## src/rtl/rom_burst_arbiter_pkg.sv

```systemverilog
// Shared definitions for the two-requester ROM burst arbiter.
package rom_arb_pkg;

    localparam int AW_DEF = 3;
    localparam int DW_DEF = 8;

    localparam logic [0:0] ST_IDLE = 1'b0;
    localparam logic [0:0] ST_BEAT = 1'b1;

    localparam logic REQ0 = 1'b0;
    localparam logic REQ1 = 1'b1;

endpackage

```

## src/rtl/rom_burst_arbiter_if.sv

```systemverilog
// Request and response handshake bundle between the requesters/consumer and the arbiter.
interface rom_burst_arbiter_if
    import rom_arb_pkg::*;
#(
    parameter int AW = AW_DEF,
    parameter int DW = DW_DEF
);

    logic          req0_valid;
    logic [AW-1:0] req0_addr;
    logic [AW-1:0] req0_len;
    logic          req0_ready;
    logic          req1_valid;
    logic [AW-1:0] req1_addr;
    logic [AW-1:0] req1_len;
    logic          req1_ready;
    logic          rsp_valid;
    logic [DW-1:0] rsp_data;
    logic          rsp_id;
    logic          rsp_last;
    logic          rsp_ready;
    logic          busy;

    // Requester/consumer side
    modport master (
        output req0_valid, req0_addr, req0_len,
        input  req0_ready,
        output req1_valid, req1_addr, req1_len,
        input  req1_ready,
        input  rsp_valid, rsp_data, rsp_id, rsp_last,
        output rsp_ready,
        input  busy
    );

    // Arbiter side
    modport slave (
        input  req0_valid, req0_addr, req0_len,
        output req0_ready,
        input  req1_valid, req1_addr, req1_len,
        output req1_ready,
        output rsp_valid, rsp_data, rsp_id, rsp_last,
        input  rsp_ready,
        output busy
    );

endinterface

```

## src/rtl/rom_burst_arbiter_rr_arb2.sv

```systemverilog
// Two-way round-robin winner select: a lone requester wins, a tie goes to the
// requester that was not granted last.
module rr_arb2
    import rom_arb_pkg::*;
(
    input  logic valid0,
    input  logic valid1,
    input  logic rr_last,
    output logic grant0,
    output logic grant1
);

    // Pick at most one winner from the current valids and the last owner
    always_comb begin
        grant0 = valid0 && (!valid1 || (rr_last == REQ1));
        grant1 = valid1 && (!valid0 || (rr_last == REQ0));
    end

endmodule

```

## src/rtl/rom_burst_arbiter.sv

```systemverilog
// Streams bursts out of an external combinational ROM for one of two requesters.
// A granted burst runs to completion; the address wraps modulo the ROM depth.
module rom_burst_arbiter
    import rom_arb_pkg::*;
#(
    parameter int AW = AW_DEF,
    parameter int DW = DW_DEF
)(
    input  logic                 clk,
    input  logic                 rst_n,
    rom_burst_arbiter_if.slave   bus,
    output logic [AW-1:0]        rom_a,
    input  logic [DW-1:0]        rom_d
);

    logic [0:0]    state_q,   state_d;
    logic [AW-1:0] rom_a_q,   rom_a_d;
    logic [AW-1:0] cnt_q,     cnt_d;
    logic          owner_q,   owner_d;
    logic          rr_last_q, rr_last_d;
    logic          grant0,    grant1;
    logic          in_beat;

    rr_arb2 u_rr_arb2 (
        .valid0  (bus.req0_valid),
        .valid1  (bus.req1_valid),
        .rr_last (rr_last_q),
        .grant0  (grant0),
        .grant1  (grant1)
    );

    // Next-state logic: accept a winner in IDLE, step through beats in BEAT
    always_comb begin
        state_d   = state_q;
        rom_a_d   = rom_a_q;
        cnt_d     = cnt_q;
        owner_d   = owner_q;
        rr_last_d = rr_last_q;
        case (state_q)
            ST_IDLE: begin
                if (grant0) begin
                    rom_a_d   = bus.req0_addr;
                    cnt_d     = bus.req0_len;
                    owner_d   = REQ0;
                    rr_last_d = REQ0;
                    state_d   = ST_BEAT;
                end else if (grant1) begin
                    rom_a_d   = bus.req1_addr;
                    cnt_d     = bus.req1_len;
                    owner_d   = REQ1;
                    rr_last_d = REQ1;
                    state_d   = ST_BEAT;
                end
            end
            default: begin
                if (bus.rsp_ready) begin
                    if (cnt_q == '0) begin
                        state_d = ST_IDLE;
                    end else begin
                        rom_a_d = rom_a_q + AW'(1);
                        cnt_d   = cnt_q - AW'(1);
                    end
                end
            end
        endcase
    end

    // State registers; rr_last resets to requester 1 so requester 0 wins the first tie
    always_ff @(posedge clk or negedge rst_n) begin
        if (!rst_n) begin
            state_q   <= ST_IDLE;
            rom_a_q   <= '0;
            cnt_q     <= '0;
            owner_q   <= REQ0;
            rr_last_q <= REQ1;
        end else begin
            state_q   <= state_d;
            rom_a_q   <= rom_a_d;
            cnt_q     <= cnt_d;
            owner_q   <= owner_d;
            rr_last_q <= rr_last_d;
        end
    end

    // Output decode: ready only while idle, response fields only while beating
    always_comb begin
        in_beat        = (state_q == ST_BEAT);
        bus.req0_ready = !in_beat && grant0;
        bus.req1_ready = !in_beat && grant1;
        bus.rsp_valid  = in_beat;
        bus.rsp_data   = in_beat ? rom_d : '0;
        bus.rsp_id     = owner_q;
        bus.rsp_last   = in_beat && (cnt_q == '0);
        bus.busy       = in_beat;
        rom_a          = rom_a_q;
    end

endmodule

```

## src/flat_wrapper.sv

```systemverilog
// flat-port wrapper written by rule: the top's interface ports become plain ports
module rom_burst_arbiter_flat import rom_arb_pkg::*;
#(
    parameter int AW = AW_DEF,
    parameter int DW = DW_DEF
)
  (clk, rst_n, rom_a, rom_d, bus_req0_valid, bus_req0_addr, bus_req0_len, bus_req0_ready, bus_req1_valid, bus_req1_addr, bus_req1_len, bus_req1_ready, bus_rsp_valid, bus_rsp_data, bus_rsp_id, bus_rsp_last, bus_rsp_ready, bus_busy);
  rom_burst_arbiter_if #(.AW(AW), .DW(DW)) bus_i ();
  input  logic clk;
  input  logic rst_n;
  output logic [AW-1:0] rom_a;
  input  logic [DW-1:0] rom_d;
  input wire logic [$bits(bus_i.req0_valid)-1:0] bus_req0_valid;
  input wire logic [$bits(bus_i.req0_addr)-1:0] bus_req0_addr;
  input wire logic [$bits(bus_i.req0_len)-1:0] bus_req0_len;
  output wire logic [$bits(bus_i.req0_ready)-1:0] bus_req0_ready;
  input wire logic [$bits(bus_i.req1_valid)-1:0] bus_req1_valid;
  input wire logic [$bits(bus_i.req1_addr)-1:0] bus_req1_addr;
  input wire logic [$bits(bus_i.req1_len)-1:0] bus_req1_len;
  output wire logic [$bits(bus_i.req1_ready)-1:0] bus_req1_ready;
  output wire logic [$bits(bus_i.rsp_valid)-1:0] bus_rsp_valid;
  output wire logic [$bits(bus_i.rsp_data)-1:0] bus_rsp_data;
  output wire logic [$bits(bus_i.rsp_id)-1:0] bus_rsp_id;
  output wire logic [$bits(bus_i.rsp_last)-1:0] bus_rsp_last;
  input wire logic [$bits(bus_i.rsp_ready)-1:0] bus_rsp_ready;
  output wire logic [$bits(bus_i.busy)-1:0] bus_busy;
  assign bus_i.req0_valid = bus_req0_valid;
  assign bus_i.req0_addr = bus_req0_addr;
  assign bus_i.req0_len = bus_req0_len;
  assign bus_req0_ready = bus_i.req0_ready;
  assign bus_i.req1_valid = bus_req1_valid;
  assign bus_i.req1_addr = bus_req1_addr;
  assign bus_i.req1_len = bus_req1_len;
  assign bus_req1_ready = bus_i.req1_ready;
  assign bus_rsp_valid = bus_i.rsp_valid;
  assign bus_rsp_data = bus_i.rsp_data;
  assign bus_rsp_id = bus_i.rsp_id;
  assign bus_rsp_last = bus_i.rsp_last;
  assign bus_i.rsp_ready = bus_rsp_ready;
  assign bus_busy = bus_i.busy;
  rom_burst_arbiter #(.AW(AW), .DW(DW)) u_core (.clk(clk), .rst_n(rst_n), .bus(bus_i), .rom_a(rom_a), .rom_d(rom_d));
endmodule
```

## config.mk

```make
export PLATFORM = sky130hd
export DESIGN_NAME = rom_burst_arbiter_flat
export DESIGN_NICKNAME = d
export VERILOG_FILES = /design/src/rtl/rom_burst_arbiter_pkg.sv /design/src/rtl/rom_burst_arbiter_if.sv /design/src/rtl/rom_burst_arbiter_rr_arb2.sv /design/src/rtl/rom_burst_arbiter.sv /design/src/flat_wrapper.sv
export SDC_FILE = /design/constraint.sdc
export NUM_CORES = 1
export LEC_CHECK = 0
export ABC_AREA = 0
export CORE_AREA = 2 2 49 51
export DETAILED_ROUTE_END_ITERATION = 12
export DIE_AREA = 0 0 51 53
export PLACE_DENSITY = 0.79
export SETUP_SLACK_MARGIN = 0.3
export SLEW_MARGIN = 15
export SYNTH_ARGS = -nofsm -noshare
export SYNTH_HDL_FRONTEND = slang
export SYNTH_HIERARCHICAL = 1
export SYNTH_SLANG_ARGS = --single-unit
```

## constraint.sdc

```tcl
create_clock -name clk -period 1.6 [get_ports clk]
set_input_delay 0.4 -clock clk [delete_from_list [all_inputs] [get_ports clk]]
set_output_delay 0.4 -clock clk [all_outputs]
set_load 0.005 [all_outputs]
```

# Word-level counts from Yosys, hierarchy flattened

Index checks and enable logic that the tools add are counted.

Flip-flop bits (word level): 9
Latch bits: 0
Bits in writable memories: 0
Bits in read-only memories: 0
Input port bits: 25
Output and inout bits: 17
Word-level logic and storage cells: 44
Memories: 0

Add/sub/neg operators: 2
Multiply operators: 0
Div/mod/pow operators: 0
Order comparisons: 0
Equality and inequality tests: 2
Shifts and indexed selects: 0
Muxes and demuxes: 18
Bitwise operators: 2
Reductions and logical operators: 15

Operators with widths:

| kind                                                               | number |
|---|---|
| 3-bit two-way mux                                                  | 10 |
| 8-bit two-way mux                                                  | 1 |
| 1-bit two-way mux                                                  | 7 |
| 1-bit logical AND                                                  | 5 |
| 2-bit != test, second input constant                               | 2 |
| 3-bit by 1-bit adder with 3-bit output, second input constant      | 1 |
| 1-bit zero test                                                    | 3 |
| 3-bit zero test                                                    | 1 |
| 3-bit AND reduction                                                | 1 |
| 3-bit nonzero test                                                 | 1 |
| 3-bit by 1-bit subtractor with 3-bit output, second input constant | 1 |
| 1-bit logical OR                                                   | 2 |
| 1-bit NOT                                                          | 2 |
| 2-bit AND reduction                                                | 1 |
| 2-bit nonzero test                                                 | 1 |

# Logic depth before layout (Yosys ltp)

Word-level depth: 6
Gate-level depth with buffers: 6
Depth with buffers taken out: 5

# By module

Netlist, hierarchy kept.

Modules (own cells, without submodules):

| module            | instances | cells an instance | area each (um^2) | seq. area each (um^2) |
|---|---|---|---|---|
| rom_burst_arbiter | 1         | 63                | 630.6            | 226.5 |
| rr_arb2           | 1         | 3                 | 18.8             | 0.0 |

# Worst setup path before layout

No wires, ideal clock.

Kind: reg2reg
From: register u_core.rr_last_q
To: register u_core.rom_a_q[1], in the netlist u_core/rom_a[1]
Library setup time: 0.126 ns
Arrival time: 1.397 ns
Data required time: 1.474 ns
Slack: 0.077 ns
Cell stages (with the launch flop): 7
Path buffers: 1
Period minus slack after synthesis: 1.523 ns
Path through: dfstp_2 inv_1 a21boi_1 buf_4 o21bai_4 o21a_1 a221o_1

Elaborated cells on any way between the ends: 9
Those cells by class: 2 x mux; 1 x bitwise; 6 x reduce/logical

RTL lines:

| what                                                                      | RTL line                        | text |
|---|---|---|
| from (decl)                                                               | rom_burst_arbiter.sv:20         | `logic rr_last_q, rr_last_d;` |
| from (signal assigned)                                                    | rom_burst_arbiter.sv:81         | `rr_last_q <= rr_last_d;` |
| 1-bit logical OR (*)                                                      | rom_burst_arbiter_rr_arb2.sv:15 | `grant0 = valid0 && (!valid1 \|\| (rr_last == REQ1));` |
| 1-bit logical AND (*)                                                     | rom_burst_arbiter_rr_arb2.sv:15 |  |
| via u_core.grant0                                                         | rom_burst_arbiter.sv:21         | `logic grant0, grant1;` |
| 3-bit nonzero test (no line) / 3-bit two-way mux (equally long branches)  | n/a                             |  |
| 3-bit AND reduction (no line) / 3-bit two-way mux (equally long branches) | n/a                             |  |
| to (signal assigned)                                                      | rom_burst_arbiter.sv:78         | `rom_a_q <= rom_a_d;` |
| to (decl)                                                                 | rom_burst_arbiter.sv:17         | `logic [AW-1:0] rom_a_q, rom_a_d;` |

The timed path passes the listed nets; every way through them passes the cells marked *.
A chain may end at the register's enable or synchronous reset.

# Final worst setup path

From: register u_core.rr_last_q
To: register u_core.rom_a_q[1], in the netlist u_core/rom_a[1]

Longest elaborated chain between the ends: 5
Elaborated cells on any way between the ends: 9
Those cells by class: 2 x mux; 1 x bitwise; 6 x reduce/logical

Ends and longest elaborated chain:

| what                          | RTL line                        | text |
|---|---|---|
| 1-bit NOT                     | rom_burst_arbiter_rr_arb2.sv:16 | `grant1 = valid1 && (!valid0 \|\| (rr_last == REQ0));` |
| 1-bit logical OR              | rom_burst_arbiter_rr_arb2.sv:16 |  |
| 1-bit logical AND             | rom_burst_arbiter_rr_arb2.sv:16 |  |
| via u_core.grant1             | rom_burst_arbiter.sv:21         |  |
| 3-bit nonzero test (no line)  | n/a                             |  |
| 3-bit AND reduction (no line) | n/a                             |  |

The timed path passes the listed nets, and every way through them passes these cells.

==> flow_summary_export.csv <==
group,metric,value,unit
outcome,outcome,"finished, violations left",
outcome,violations,"setup timing",
critical_path,slowest_stage,"dfstp_2",
synth,syn-num-nets,94,
floorplan,coreArea,2150,um2
routing,via_per_inst,4.60,
timing,tns,-0.322,ns
floorplan,fp-row-count,17,
critical_path,worstPathArrival,1.82,ns
critical_path,rrSetupSlack,-0.08,ns
floorplan,die_y,53,um
timing,hold_viol,0,
final_layout,diodes,0,
timing,min_period,1.68,ns
clock_tree,cts_max_level,1,
critical_path,slowest_delay,0.54,ns
timing,fmax,0.595,GHz
clock_tree,clkLatencyLatePin,0.26,ns
critical_path,start_kind,"flop",
placed_design,dp_cells,145,
critical_path,critPathMostFrequentCell,"buf_6",
clock_tree,clockBufferDepth,2,
synth,ys_seq_area_share,34.9,%
critical_path,worst_setup_path_end_kind,"flop",
timing,fin_crit_sh,105,%
grt,grt_start_max_net_pins,10,
pwr,irDropWorstVdd,0.894,mV
job,drv_cap,0,
grt,grt_overflow,0,
critical_path,crit_fanout,7,
critical_path,required,1.74,ns
synth,synth_ff_type,"dfrtp_1",
placed_design,port_buffers,41,
critical_path,worstSetupPathType,"reg -> reg",
synth,syn_avg_cell_area,9.84,um2
routing,wl_per_cell,15.1,um
timing,hold_slack,0.440,ns
final_layout,drive_gt1_share,54.7,%
grt,track_usage,17.0,%
grt,grt_antenna_before_repair,0,
synth,yosys.area.top_type,"dfrtp_1",
routing,vias,769,
critical_path,worstReg2RegEnd,"u_core/rom_a[1]",
synth,synth.distinct_cells,27,
timing,drv_slew,0,
floorplan,die-area,2700,um2
critical_path,worstSetupStartpoint,"u_core/rr_last_q",
final_layout,nNetsFinal,168,
pwr,total_power,2.34,mW
placed_design,place_congestion,0.670,
critical_path,reg2regPathDepth,8,
routing,drt_wl_total,2530,um
synth,syn_area,649,um2
grt,grt_pass1_vias,815,
synth,synth-edff-count,0,
placed_design,dpl.hpwl,1630,um
synth,yosysTopAreaCellShare,30.8,%
synth,yosysMostFrequentCell,"and2_1",
floorplan,start_util,30.2,%
synth,ys_seq_elements,9,
grt,grt_pass1_wl,3370,um
clock_tree,cts_tree,"done",
routing,ant_nets,0,
hold_path,hold_class,"in -> async",
clock_tree,clkTransAtPathRegs,0.06,ns
pwr,leakagePower,0.677,nW
placed_design,pre_cts_ws,-0.552,ns
routing,drc,0,
pwr,p_per_area,1630,nW/um2
critical_path,r2r_start,"u_core/rr_last_q",
synth,ys_top_cells_by_area,"dfrtp_1, mux2i_1, and2_1, ha_1, dfstp_2",
clock_tree,root_buffer,"clkbuf_4",
critical_path,cp-endpoint,"u_core/rom_a[1]",
synth,syn_inst,66,
timing,setup_slack,-0.0810,ns
timing,max-slew-margin-rel,72.3,%
routing,first_pass_iters,3,
timing,rsz0062_at_grt,"true",
routing,drtIter0Drc,3,
clock_tree,cts_num_sinks,9,
floorplan,io_pins,42,
critical_path,path_cells,"buf_6 -> a21boi_4 -> buf_6 -> buf_6 -> o21bai_4 -> buf_6 -> nor2_1 -> a221o_1",
timing,finClkSkew,0.00364,ns
synth,ys_async_sr_fraction,100,%
final_layout,finalNonFillerCells,167,
synth,synth_commonest_cells,"and2_1, dfrtp_1, mux2i_1, nor2_1, inv_1",
final_layout,area_growth_syn_to_layout,121,%
clock_tree,numCtsBuffers,3,
synth,synth_warnings,6,
floorplan,die_w,51,um
timing,worst_pin_slew,0.414,ns
timing,finalSetupViolations,7,
## what timing repair did
item / CTS / global route
endpoints found under the hold margin: 0 / 0
gates resized for setup: 81 / 22
gates cloned: 0 / 1
pin swaps: 5 / 7
hold buffers: 0 / 0
buffers inserted: 12 / 5
endpoints found under the setup margin: 24 / 21
## kinds of logic (layout without fill, tap and decap cells)
logic type / after synthesis / in the layout / synth area share [%]
AO/OA/AOI/OAI: 16 / 16 / 22.2
flip-flops: 9 / 9 / 34.9
adder cells (fa/ha/maj): 3 / 3 / 5.78
multiplexers: 6 / 6 / 9.25
buffers and inverters: 9 / 82 / 7.51
AND/OR/NAND/NOR: 23 / 23 / 20.4
## per-stage QoR
stage	instance area, um2	utilization (%)
2_1_floorplan	659	-
3_3_place_gp	1180	54.9
3_5_place_dp	1180	54.9
4_1_cts	1290	60.2
5_1_grt	1440	66.8
6_report	1440	66.8
## placed cells by master (no fill, tap or decap), types with 2 or more instances in the layout
cell type and count:
clkdlybuf4s50_1 21, buf_4 21, buf_6 20, and2_4 7, dfrtp_1 7, mux2i_1 6, clkdlybuf4s15_1 5, buf_2 4
clkbuf_4 3, nor2_1 3, a21o_2 3, inv_1 3, dlygate4sd2_1 2, and2_1 2, inv_2 2, and2b_2 2
nor2_2 2, o32ai_1 2, or2_2 2, o311ai_1 2, ha_1 2
## registers in the layout, summed over array words and instances (netlist names)
| name | cells |
|---|---|
| u_core/bus.busy | 1 |
| u_core/bus.rsp_id | 1 |
| u_core/cnt_q | 3 |
| u_core/rom_a | 3 |
| u_core/rr_last_q | 1 |
## per-layer routing
metal  GRT usage (%)  vias up  part of all wire, %
li1                -      378                    -
met1            15.9      370                   35
met2            32.9       19                   60
met3            6.50        2                  4.4
met4            6.76        0                 0.67
met5               0        -                    0
## power breakdown
group	internal (mW)	leakage (nW)	total, mW	switching [mW]
clock	0.0958	0.0150	0.170	0.0743
combinational	1.08	0.558	1.71	0.637
sequential	0.359	0.104	0.454	0.0945
total	1.53	0.677	2.34	0.805
## worst min-delay path by stage
stage                                   end
after floorplan             u_core/bus.busy
after global placement      u_core/cnt_q[1]
after detailed placement    u_core/cnt_q[1]
after CTS                 u_core/bus.rsp_id
after global routing        u_core/rom_a[1]
final                     u_core/bus.rsp_id
## area by class of cell
cell class / instances / area (um2)
inverter: 5 / 18.8
multi-input combinational: 48 / 447
fill: 153 / 713
timing repair buffer: 73 / 681
clock buffer: 4 / 26.3
tap: 28 / 35.0
sequential: 9 / 228
## worst max-delay path: cells and delay by family, from the launching register on
| family | cells | cell delay, ns |
|---|---|---|
| AOI/OAI and AO/OA | 3 | 0.54 |
| and+or+nand+nor | 1 | 0.04 |
| DFF | 1 | 0.54 |
| buffers and inverters | 4 | 0.45 |
Note: power is estimated with default switching activity, not from simulation.
==> edit, RTL diff (same flow settings) <==
Reset style: synchronous (`rst_n`), changed in one clocked block.
--- a/src/rtl/rom_burst_arbiter.sv
+++ b/src/rtl/rom_burst_arbiter.sv
@@ -68,3 +68,3 @@
     // State registers; rr_last resets to requester 1 so requester 0 wins the first tie
-    always_ff @(posedge clk or negedge rst_n) begin
+    always_ff @(posedge clk) begin
         if (!rst_n) begin
Behaviour: differs if rst_n is asserted again (counterexample within 4 cycles, from zero or initial values and one cycle with rst_n low); with rst_n held inactive, the same outputs for 10 cycles.
==> edit against the unedited design <==
Count of clock-buffer cells in the layout is the same. Worst setup slack improved by 0.16 ns. Via count is 19% higher. Die area unchanged. Cell area up 7.1%. Sequential cell count unchanged. Final cell count increased by 9.0%. Area after synthesis rose by 1.7%. Fmax rose by 11%. Worst hold slack better by 0.057 ns. Wire length grew 5.1%. Critical path type is now register to output pin. Largest cell class unchanged.
Power is not compared: it rests on default switching activity, and its combinational part moved more than twofold at a synthesized area within 25%.
==> edit: results <==
set metrics [dict create \
    async_flop_share_pct 0 \
    dr.first_iter.drc_count 20 \
    gp_congestion 0.821 \
    crit_end "bus_req0_ready" \
    synth_cells 80 \
    ff2ff_setup_slack_ns 0.12 \
    slew_headroom_pct 83.7 \
    path_max_fanout 3 \
    status "finished, final reports clean" \
    first_pass_iters 4 \
    viasPerCell 5.04 \
    synth_area_leaders "dfxtp_1 27%, and2_1 7.6%, ha_1 5.7%" \
    fillCellCount 158 \
    holdCritPathClass "register to register" \
    met1_usage_pct 20.1 \
    grt_pass1_wl_um 4120 \
    place_area_mm2 0.00128 \
    synth.distinct_cells 35 \
    grt_pass1_vias 961 \
    ys_seq_area_share_pct 27.3 \
    grt_start_max_net_pins 11 \
    r2r-start "u_core/cnt_q[0]" \
    max_stage_delay_ns 0.36 \
    syn_nets 108 \
    cp-startpoint "u_core/rr_last_q" \
]
==> edit: final cells by class <==
type / count / area share (%)
clock buffers: 4 / 1.71
repair buffers: 75 / 46.5
multi-input cells: 60 / 35.6
flip-flops and latches: 9 / 12.4
inverters: 6 / 1.46
well taps: 28 / 2.28
==> edit: metal layers <==
layer | vias to the layer above | share of wire (%)
li1 | 439 | -
met1 | 433 | 38
met2 | 41 | 55
met3 | 4 | 5.5
met4 | 0 | 1.4
met5 | - | 0
==> edit: logic make-up after synthesis <==
family,count (synthesis),share of synthesized area (%)
AO/OA/AOI/OAI,24,27.3
adder cells (fa/ha/maj),3,5.68
buffers and inverters,11,7.57
flip-flops,9,27.3
multiplexers,5,7.95
AND/OR/NAND/NOR,28,24.2
==> edit: worst min path at each step <==
stage / startpoint / endpoint / slack (ns) / cells after the start
3_3_place_gp: u_core/cnt_q[1] / u_core/cnt_q[1] / 0.47 / 2
2_1_floorplan: u_core/cnt_q[1] / u_core/cnt_q[1] / 0.46 / 2
4_1_cts: u_core/bus.rsp_id / u_core/bus.rsp_id / 0.49 / 2
3_5_place_dp: u_core/bus.rsp_id / u_core/bus.rsp_id / 0.48 / 2
5_1_grt: u_core/bus.rsp_id / u_core/bus.rsp_id / 0.51 / 2
6_report: u_core/bus.rsp_id / u_core/bus.rsp_id / 0.50 / 2
==> edit: what timing repair did <==
item,4_1_cts,5_1_grt
hold buffers,0,0
endpoints found under the setup margin,26,19
pin swaps,18,11
hold endpoints to repair,0,0
gates resized for setup,97,19
cloned,1,1
buffers inserted,14,1
==> edit: power breakdown <==
| group | leakage (nW) | internal, mW | switching (mW) |
|---|---|---|---|
| Combinational | 0.632 | 0.390 | 0.233 |
| Sequential | 0.0764 | 0.255 | 0.0237 |
| Clock | 0.0150 | 0.0963 | 0.0884 |
==> edit: metrics by stage <==
stage	worst slack, ns	power, mW	util [%]	TNS (ns)
6_report	0.0811	1.09	71.6	0
5_1_grt	0.0456	1.15	71.6	0
4_1_cts	0.101	1.01	66.2	0
3_5_place_dp	-0.627	0.725	59.4	-5.55
3_3_place_gp	-0.598	0.712	59.4	-5.08
2_1_floorplan	0.274	0.480	-	0
==> edit: worst min-delay path, stage by stage (launching register included) <==
cell and delay, ns:
dfxtp_1 0.31, nor2_1 0.10, nor3_1 0.05
